### config.mk
export PLATFORM = sky130hd
export DESIGN_NAME = spi_reg_initiator
export DESIGN_NICKNAME = d
export VERILOG_FILES = /design/src/rtl/spi_reg_pkg.sv /design/src/rtl/spi_edge_sync.sv /design/src/rtl/spi_reg_initiator.sv
export SDC_FILE = /design/constraint.sdc
export NUM_CORES = 1
export LEC_CHECK = 0
export CORE_ASPECT_RATIO = 1.1
export CORE_MARGIN = 8
export CORE_UTILIZATION = 54
export DETAILED_ROUTE_END_ITERATION = 12
export MAX_ROUTING_LAYER = met4
export PLACE_DENSITY = 0.79
export SLEW_MARGIN = 40
export SYNTH_ARGS = -nofsm -noshare
export SYNTH_HDL_FRONTEND = slang
export SYNTH_HIERARCHICAL = 1
export SYNTH_SLANG_ARGS = --single-unit
export TNS_END_PERCENT = 10
### constraint.sdc
create_clock -name clk -period 2.3 [get_ports clk]
set_clock_uncertainty 0.05 [all_clocks]
set_input_delay 0.23 -clock clk [delete_from_list [all_inputs] [get_ports clk]]
set_output_delay 0.23 -clock clk [all_outputs]
set_load 0.005 [all_outputs]
### src/rtl/spi_reg_pkg.sv
`default_nettype none
// +--------------------------------------------------------------------+
// | spi_reg_pkg : shared types and frame constants for the SPI bridge  |
// | rev 1.0                                                            |
// +--------------------------------------------------------------------+
package spi_reg_pkg;

  localparam int CMD_BITS   = 8;
  localparam int FRAME_BITS = 16;
  localparam int WR_RDN_POS = 15;
  // Position of the write flag inside the command byte.
  localparam int CMD_WR_BIT = WR_RDN_POS - (FRAME_BITS - CMD_BITS);

  typedef enum logic [2:0] {
    ST_IDLE    = 3'd0,
    ST_CMD     = 3'd1,
    ST_RD_REQ  = 3'd2,
    ST_DATA    = 3'd3,
    ST_WR_REQ  = 3'd4,
    ST_WAIT_CS = 3'd5
  } state_t;

endpackage
`default_nettype wire

### src/rtl/spi_edge_sync.sv
`default_nettype none
// +--------------------------------------------------------------------+
// | spi_edge_sync : 2-FF pad synchronizers and sclk edge detection     |
// | rev 1.0                                                            |
// +--------------------------------------------------------------------+
module spi_edge_sync (
  input  logic clk,
  input  logic rst,
  input  logic spi_cs_n,
  input  logic spi_sclk,
  input  logic spi_mosi,
  output logic cs_n_s,
  output logic mosi_s,
  output logic sclk_rise,
  output logic sclk_fall
);

  logic [1:0] cs_q;
  logic [1:0] sclk_q;
  logic [1:0] mosi_q;
  logic       sclk_d;

  // cs_n resets deselected so a reset never looks like a frame start.
  always_ff @(posedge clk or posedge rst) begin
    if (rst) begin
      cs_q   <= 2'b11;
      sclk_q <= 2'b00;
      mosi_q <= 2'b00;
      sclk_d <= 1'b0;
    end else begin
      cs_q   <= {cs_q[0], spi_cs_n};
      sclk_q <= {sclk_q[0], spi_sclk};
      mosi_q <= {mosi_q[0], spi_mosi};
      sclk_d <= sclk_q[1];
    end
  end

  assign cs_n_s    = cs_q[1];
  assign mosi_s    = mosi_q[1];
  assign sclk_rise = sclk_q[1] & ~sclk_d;
  assign sclk_fall = ~sclk_q[1] & sclk_d;

endmodule
`default_nettype wire

### src/rtl/spi_reg_initiator.sv
`default_nettype none
// +--------------------------------------------------------------------+
// | spi_reg_initiator : SPI mode-0 frames to single-beat reg accesses  |
// | rev 1.0                                                            |
// +--------------------------------------------------------------------+
module spi_reg_initiator
  import spi_reg_pkg::*;
#(
  parameter int ADDR_W  = 7,
  parameter int REG_W   = 8,
  parameter int TIMEOUT = 8
) (
  input  logic              clk,
  input  logic              rst,
  input  logic              ena,
  input  logic              spi_cs_n,
  input  logic              spi_sclk,
  input  logic              spi_mosi,
  output logic              spi_miso,
  output logic              wr_rdn,
  output logic [ADDR_W-1:0] addr,
  output logic [REG_W-1:0]  wdata,
  output logic              we,
  input  logic [REG_W-1:0]  rdata,
  input  logic              ack,
  input  logic              err,
  output logic              err_sticky,
  output logic              busy
);

  localparam int CNT_W = (TIMEOUT > 1) ? $clog2(TIMEOUT) : 1;
  localparam int BIT_W = $clog2(FRAME_BITS + 1);

  state_t             state;
  logic               cs_n_s, mosi_s, sclk_rise, sclk_fall;
  logic [BIT_W-1:0]   bit_cnt;
  logic [REG_W-2:0]   shreg;
  logic [REG_W-1:0]   rx_byte;
  logic [REG_W-2:0]   miso_sr;
  logic               miso_q;
  logic               is_write;
  logic               pending;
  logic [CNT_W-1:0]   tcnt;
  logic               ack_hit, timeout_hit, abort;

  spi_edge_sync u_sync (
    .clk       (clk),
    .rst       (rst),
    .spi_cs_n  (spi_cs_n),
    .spi_sclk  (spi_sclk),
    .spi_mosi  (spi_mosi),
    .cs_n_s    (cs_n_s),
    .mosi_s    (mosi_s),
    .sclk_rise (sclk_rise),
    .sclk_fall (sclk_fall)
  );

  assign rx_byte     = {shreg, mosi_s};
  assign ack_hit     = pending & ack;
  assign timeout_hit = pending & ~ack & (tcnt == CNT_W'(TIMEOUT - 1));
  assign abort       = (state != ST_IDLE) & (cs_n_s | ~ena);
  assign spi_miso    = miso_q & ena;
  assign busy        = (state != ST_IDLE);

  always_ff @(posedge clk or posedge rst) begin
    if (rst) begin
      state      <= ST_IDLE;
      bit_cnt    <= '0;
      shreg      <= '0;
      miso_sr    <= '0;
      miso_q     <= 1'b0;
      is_write   <= 1'b0;
      pending    <= 1'b0;
      tcnt       <= '0;
      wr_rdn     <= 1'b0;
      addr       <= '0;
      wdata      <= '0;
      we         <= 1'b0;
      err_sticky <= 1'b0;
    end else begin
      we <= 1'b0;

      // The outstanding request is tracked independently of the frame so an
      // aborted or late transaction still completes before the next frame.
      if (pending) begin
        if (ack) begin
          pending <= 1'b0;
          if (err) err_sticky <= 1'b1;
        end else if (timeout_hit) begin
          pending    <= 1'b0;
          err_sticky <= 1'b1;
        end else begin
          tcnt <= tcnt + 1'b1;
        end
      end

      if (abort && state != ST_WAIT_CS) begin
        miso_q  <= 1'b0;
        bit_cnt <= '0;
        state   <= pending ? ST_WAIT_CS : ST_IDLE;
      end else begin
        case (state)
          ST_IDLE: begin
            if (!cs_n_s && ena) begin
              bit_cnt <= '0;
              state   <= ST_CMD;
            end
          end

          ST_CMD: begin
            if (sclk_rise) begin
              shreg   <= rx_byte[REG_W-2:0];
              bit_cnt <= bit_cnt + 1'b1;
              if (bit_cnt == BIT_W'(CMD_BITS - 1)) begin
                addr     <= rx_byte[ADDR_W-1:0];
                is_write <= rx_byte[CMD_WR_BIT];
                if (rx_byte[CMD_WR_BIT]) begin
                  state <= ST_DATA;
                end else begin
                  wr_rdn  <= 1'b0;
                  we      <= 1'b1;
                  pending <= 1'b1;
                  tcnt    <= '0;
                  state   <= ST_RD_REQ;
                end
              end
            end
          end

          ST_RD_REQ: begin
            if (ack_hit) begin
              miso_sr <= rdata[REG_W-2:0];
              miso_q  <= rdata[REG_W-1];
              state   <= ST_DATA;
            end else if (timeout_hit || sclk_fall) begin
              // A fall here is the first data-bit launch: too late for rdata.
              if (sclk_fall) err_sticky <= 1'b1;
              miso_sr <= '0;
              miso_q  <= 1'b0;
              state   <= ST_DATA;
            end
          end

          ST_DATA: begin
            if (sclk_rise) begin
              shreg   <= rx_byte[REG_W-2:0];
              bit_cnt <= bit_cnt + 1'b1;
              if (bit_cnt == BIT_W'(FRAME_BITS - 1)) begin
                miso_q <= 1'b0;
                if (is_write) begin
                  wdata   <= rx_byte;
                  wr_rdn  <= 1'b1;
                  we      <= 1'b1;
                  pending <= 1'b1;
                  tcnt    <= '0;
                  state   <= ST_WR_REQ;
                end else begin
                  state <= ST_WAIT_CS;
                end
              end
            end else if (sclk_fall && !is_write && bit_cnt > BIT_W'(CMD_BITS)) begin
              miso_q  <= miso_sr[REG_W-2];
              miso_sr <= {miso_sr[REG_W-3:0], 1'b0};
            end
          end

          ST_WR_REQ: begin
            if (ack_hit || timeout_hit) state <= ST_WAIT_CS;
          end

          ST_WAIT_CS: begin
            if ((cs_n_s || !ena) && !pending) state <= ST_IDLE;
          end

          default: state <= ST_IDLE;
        endcase
      end
    end
  end

endmodule
`default_nettype wire

==> results of run 1 <==
==> worst max-delay path: cells and delay by family (launching register included) <==
kind / cells / cell delay, ps
simple gates: 2 / 300
mux: 1 / 370
flops: 1 / 410
fa+ha+maj: 2 / 420
compound gates: 2 / 460
==> metrics by stage <==
stage / area [sq um] / setup slack [ps] / total power, mW / std cells / hold WS [ps]
after floorplan: 2520 / 291 / 1.45 / 227 / -18.1
after global placement: 3010 / 115 / 1.68 / 324 / 283
after detailed placement: 3010 / 48.0 / 1.68 / 324 / 287
after CTS: 3090 / 19.5 / 2.19 / 332 / 164
after global routing: 3110 / 22.2 / 2.30 / 332 / 193
final: 3110 / 173 / 2.19 / 332 / 150
==> report_power, final <==
part	internal [mW]	switching (mW)	leakage [nW]	total, mW
clock network	0.216	0.301	0.0385	0.517
registers	1.02	0.0726	0.709	1.09
logic	0.286	0.295	0.692	0.581
==> cell families (layout without fill, tap and decap cells) <==
family	Yosys count	in the layout	synth area share, %
flip-flops	53	53	52.8
AND/OR/NAND/NOR	78	78	17.0
AO/OA/AOI/OAI	41	41	11.1
multiplexers	28	28	12.4
buffers and inverters	19	68	3.23
adder cells (fa/ha/maj)	5	5	2.48
XOR/XNOR	3	3	1.04
==> final timing paths <==
path	end	slack, ps	startpoint
worst max register to register	miso_sr[3]	170	tcnt[0]
min in group clk	u_sync/cs_q[0]	290	spi_cs_n
worst min-delay path	u_sync/sclk_d	150	rst
worst min register to register	u_sync/mosi_q[1]	300	u_sync/mosi_q[0]
max in group asynchronous	bit_cnt[0]	1490	rst
worst max-delay path	miso_sr[3]	170	tcnt[0]
==> placed cells by master, fill, tap and decap left out, drive strengths merged, types with 2 or more instances in the layout <==
cell type	count
xnor2	2
nor2	12
nand2	30
nand3	5
clkdlybuf4s50	35
nor2b	4
ha	5
dfrtp	51
a21bo	2
and2b	3
nand2b	6
inv	9
o21ai	14
and3	3
a21oi	6
mux2	25
buf	15
nor3	2
dfstp	2
o221ai	2
mux2i	3
a22o	7
and2	2
or3	4
o22ai	2
a21o	2
clkbuf	7
==> area by class of cell <==
class                      count  area [sq um]  share of cell area [%]
clock buffer                   7          76.3                    2.46
clock inverter                 1          7.51                   0.242
inverter                      10          38.8                    1.25
multi-input combinational    155          1120                    36.1
sequential                    53          1330                    42.8
tap                           56          70.1                    2.26
timing repair buffer          50           463                    14.9
==> cells in the mapped netlist (2+ instances only) <==
cell type and number:
a21bo_2 2, a21o_1 2, a21oi_1 6, a22o_1 7
and2_1 2, and3_1 3, buf_2 5, clkbuf_1 3
dfrtp_1 51, dfstp_2 2, ha_1 5, inv_1 10
mux2_2 25, mux2i_1 3, nand2_1 30, nand2b_1 6
nand3_1 4, nor2_1 10, nor2b_1 4, o21ai_0 13
o221ai_1 2, o22ai_1 2, or3_1 4, xnor2_1 2
==> per-layer routing <==
layer  vias up  wire length (um)  share of wire [%]
met5         -                 0                  0
met4         0               115                2.3
met3        10               155                3.1
met2        33              2470                 49
met1       889              2330                 46
li1        886                 -                  -
==> repair_timing <==
action                                  4_1_cts  5_1_grt
gates resized for setup                       0        3
hold endpoints to repair                      0        0
endpoints found under the setup margin        0        8
==> sequential cells by signal, summed over array words and instances (netlist names) <==
signal / count
tcnt: 3
u_sync/sclk_q: 2
bit_cnt: 5
miso_sr: 7
u_sync/sclk_d: 1
state: 3
err_sticky: 1
addr: 7
miso_q: 1
u_sync/mosi_q: 2
shreg: 7
we: 1
u_sync/cs_q: 2
is_write: 1
wdata: 8
wr_rdn: 1
pending: 1
==> flow_summary.yaml, run 1 <==
timing:
  max_slew_margin_pct: 64.0
  timing.final.setup_violations: 0
  min_period_over_period_pct: 92.5
  final-hold-violation-count: 0
  finalMaxSlewViolations: 0
  max_freq_mhz: 470
  rsz0062_at_grt: "no"
  final.min_clock_period_ps: 2130
  setup-tns-final_ps: 0
  max_slew.worst_pin.slew_ps: 533
synthesis:
  synth_seq_cells: 53
  post_synthesis_async_set_or_reset_flop_share_pct: 100
  synth.top_cell.area_share_pct: 50.7
  synth_fp_nets: 248
  synthesis.yosys.warnings: 6
  synth-edff-count: 0
  sequential_to_total_area_share_from_yosys_stat_pct: 52.8
  syn-instance-count: 227
  ys_top_cells_by_area: "dfrtp_1 51%, mux2_2 11%, nand2_1 4.5%"
  synth_area_sq_mm: 0.00252
  post_synth.cell_area_avg_sq_um: 11.1
  synthFlopType: "dfrtp_1"
  post_synthesis_cell_type_with_the_largest_combined_area: "dfrtp_1"
  yosysUniqueCellTypes: 48
clock_tree:
  cts.root.buffer_cell: "clkbuf_8"
  clock_sinks: 53
  path_clk_slew_ps: 100
  cts-root-to-sink-buffers: 2
  cts_hold_buf: 0
  cts_tree: "built"
  cts_h_tree_depth: 2
  postCtsSetupRepairBufs: 0
  insertion_delay_ps: 310
  cts_made_buffers: 5
worst_setup_path:
  worstPathRequired_ps: 2450
  critical_path.max_stage_delay_ps: 410
  timing.reg2reg.worst_path_depth: 7
  worstSetupPathType: "flip-flop to flip-flop"
  critical_path_cell_by_cell: "ha_1, ha_1, o21ai_1, nand2b_1, nor2b_1, o21ai_4, mux2_2"
  crit_fanout: 7
  cp.arrival_ps: 2280
  timing.critical_path.from_type: "flip-flop"
  crit_path_frequent_cell: "ha_1"
  sort_of_element_at_the_end_of_the_critical_path: "flip-flop"
  cpMaxStageDelayCell: "dfrtp_1"
finish:
  utilization_pct: 68.2
  fillers: 361
  layout-drive-gt1-share_pct: 21.7
  synthToLayoutAreaGrowth_pct: 23.3
  layout.nets: 296
  antenna_cells: 0
place:
  io_buffers: 35
  finalWeightedCongestion: 0.898
  dp.final_hpwl_um: 3830
global_route:
  antenna_found_initial: 0
  pin_count_of_the_biggest_net_entering_global_routing: 25
  grt_pass1_vias: 1888
  use_met3_pct: 2.98
  use_met1_pct: 20.1
  met2_usage_pct: 25.4
  wire_length_of_the_first_global_routing_pass_um: 8910
  global_route.usage.total_pct: 16.3
  grt-ovfl-total: 0
  layer_with_the_highest_usage: "met2"
floorplan:
  placementRows: 26
  initial_core_util_pct: 55.3
  ioPinCount: 36
  horizontal_extent_of_the_die_um: 81.1
  core-area_sq_mm: 0.00455
  die_y_um: 87.6
  fp.dieArea_sq_mm: 0.00711
job:
  drv.max_cap_violation_count: 0
drt:
  wirelength_um: 5070
  drc_errors: 0
  drt_iter0_markers: 143
  drt_pre_antenna_iters: 4
  vias: 1818
  routedWlPerCell_um: 15.3
  viasPerCell: 5.48
  route.antenna.remaining_nets: 0
power_and_ir_drop:
  leakage_power_nw: 1.44
  power.density_mw_per_mm2: 704
  vdd_ir_drop_max_mv: 0.477
min_path:
  hp-class: "input port to async pin"
run_status:
  run_status: "finished, final reports clean"
Power figures use the tool's default switching activity.
==> run 2, diff against run 1 <==
--- a/config.mk
+++ b/config.mk
@@ -7,5 +7,5 @@
 export LEC_CHECK = 0
 export CORE_ASPECT_RATIO = 1.1
-export CORE_MARGIN = 8
+export CORE_MARGIN = 2
 export CORE_UTILIZATION = 54
 export DETAILED_ROUTE_END_ITERATION = 12
==> constraint.sdc (replaced) <==
create_clock -name clk -period 2.3 [get_ports clk]
set_clock_uncertainty 0.05 [all_clocks]
set_input_delay 0.46 -clock clk [delete_from_list [all_inputs] [get_ports clk]]
set_output_delay 0.46 -clock clk [all_outputs]
set_load 0.005 [all_outputs]
==> flow_summary.yaml, run 2 (synthesis gave the netlist of run 1 again) <==
run_status:
  run_status: "finished, final reports clean"
global_route:
  global_route.usage.total_pct: 21.7
  pin_count_of_the_biggest_net_entering_global_routing: 47
  antenna_found_initial: 0
  wire_length_of_the_first_global_routing_pass_um: 8630
  grt-ovfl-total: 0
  grt_pass1_vias: 1866
power_and_ir_drop:
  power.density_mw_per_mm2: 733
  vdd_ir_drop_max_mv: 0.611
  leakage_power_nw: 1.50
place:
  io_buffers: 35
  dp_cells: 332
  dpl_worst_slack_ps: -26.5
  finalWeightedCongestion: 0.865
  dp.final_hpwl_um: 3540
clock_tree:
  cts.root.buffer_cell: "clkbuf_8"
  cts-root-to-sink-buffers: 2
  cts_resized: 0
  postCtsSetupRepairBufs: 0
  clock_sinks: 53
  cts_made_buffers: 5
  path_clk_slew_ps: 90
  cts_h_tree_depth: 2
  cts_hold_buf: 0
  insertion_delay_ps: 320
  cts_tree: "built"
min_path:
  timing.hold.worst.start: "u_sync/mosi_q[0]"
  hp-class: "flip-flop to flip-flop"
  whs_path_depth: 0
  endpoint_with_the_worst_hold_slack: "u_sync/mosi_q[1]"
worst_setup_path:
  timing.reg2reg.worst_path_depth: 8
  crit_fanout: 3
  timing.rr.start: "bit_cnt[0]"
  cp.buffers_inverters: 3
  critical_path_cell_by_cell: "clkdlybuf4s50_1, buf_4, and2_1, clkdlybuf4s50_1"
  crit_path_frequent_cell: "clkdlybuf4s50_1"
  rr_endpoint: "state[0]"
  worstPathRequired_ps: 1790
  critical_path.max_stage_delay_ps: 490
  sort_of_element_at_the_end_of_the_critical_path: "output pin"
  cp.arrival_ps: 1660
  timing.critical_path.from_type: "input port"
  path_delay_family: "buffers and inverters"
  reg2reg_setup_slack_ps: 160
  cpMaxStageDelayCell: "clkdlybuf4s50_1"
  worstSetupPathType: "input port to output pin"
floorplan:
  fp.dieArea_sq_mm: 0.00523
  placementRows: 26
  die_y_um: 75.6
  initial_core_util_pct: 55.3
  horizontal_extent_of_the_die_um: 69.1
  ioPinCount: 36
  core-area_sq_mm: 0.00455
drt:
  drc_errors: 0
  vias: 1895
  drt_iter0_markers: 79
  route.antenna.remaining_nets: 0
  viasPerCell: 5.57
  routedWlPerCell_um: 14.8
  wirelength_um: 5030
  drt_pre_antenna_iters: 4
timing:
  max_freq_mhz: 461
  final-hold-violation-count: 0
  min_period_over_period_pct: 94.3
  smallest_setup_slack_after_layout_ps: 132
  timing.final.setup_violations: 0
  finalMaxSlewViolations: 0
  max_slew.worst_pin.slew_ps: 526
  final.min_clock_period_ps: 2170
  rsz0062_at_grt: "no"
  max_slew_margin_pct: 64.9
finish:
  layout.nets: 304
  antenna_cells: 0
  final_common_cell: "dfrtp_1"
  largest_reg_flops: 8
  largest-register: "wdata"
  final_cell_count_no_fill: 340
  layout-drive-gt1-share_pct: 23.9
  utilization_pct: 70.6
  synthToLayoutAreaGrowth_pct: 27.7
  final_cell_mix: "51 x dfrtp_1, 35 x clkdlybuf4s50_1, 30 x nand2_1"
job:
  drv.max_cap_violation_count: 0
run 2: metrics by stage:
| step | hold WS [ps] | TNS, ps | area (sq um) | power, mW |
|---|---|---|---|---|
| floorplan | 212 | 0 | 2520 | 1.45 |
| global placement | 282 | -71.0 | 3090 | 1.69 |
| detailed placement | 290 | -102 | 3090 | 1.69 |
| CTS | 310 | 0 | 3220 | 2.37 |
| global route | 319 | 0 | 3220 | 2.47 |
| finish | 309 | 0 | 3220 | 2.36 |
run 2: layer usage:
| metal | part of all wire [%] | vias to the layer above | global-route usage, % |
|---|---|---|---|
| met2 | 50 | 42 | 34.7 |
| li1 | - | 907 | - |
| met4 | 1.4 | 0 | 7.84 |
| met1 | 44 | 938 | 28.1 |
| met5 | 0 | - | - |
| met3 | 4.1 | 8 | 4.37 |
run 2: worst max path at each step:
stage	start	end	slack [ps]	depth (start not counted)
6_report	ena	spi_miso	130	4
5_1_grt	bit_cnt[0]	state[0]	30	8
4_1_cts	tcnt[0]	miso_sr[1]	100	8
3_5_place_dp	ena	addr[4]	-30	6
3_3_place_gp	ena	state[2]	-40	6
2_1_floorplan	tcnt[0]	miso_sr[1]	290	7
run 2: area by class of cell:
cell class / count / area [sq um]
Clock buffer: 6 / 82.6
Clock inverter: 2 / 41.3
Fill cell: 340 / 1340
Inverter: 10 / 37.5
Multi-Input combinational cell: 155 / 1110
Sequential cell: 53 / 1330
Tap cell: 56 / 70.1
Timing Repair Buffer: 58 / 548
run 2: power breakdown:
| part | total [mW] | internal [mW] | switching (mW) |
|---|---|---|---|
| combinational | 0.571 | 0.290 | 0.281 |
| clock | 0.686 | 0.362 | 0.324 |
| sequential | 1.10 | 1.02 | 0.0870 |
| total | 2.36 | 1.67 | 0.691 |
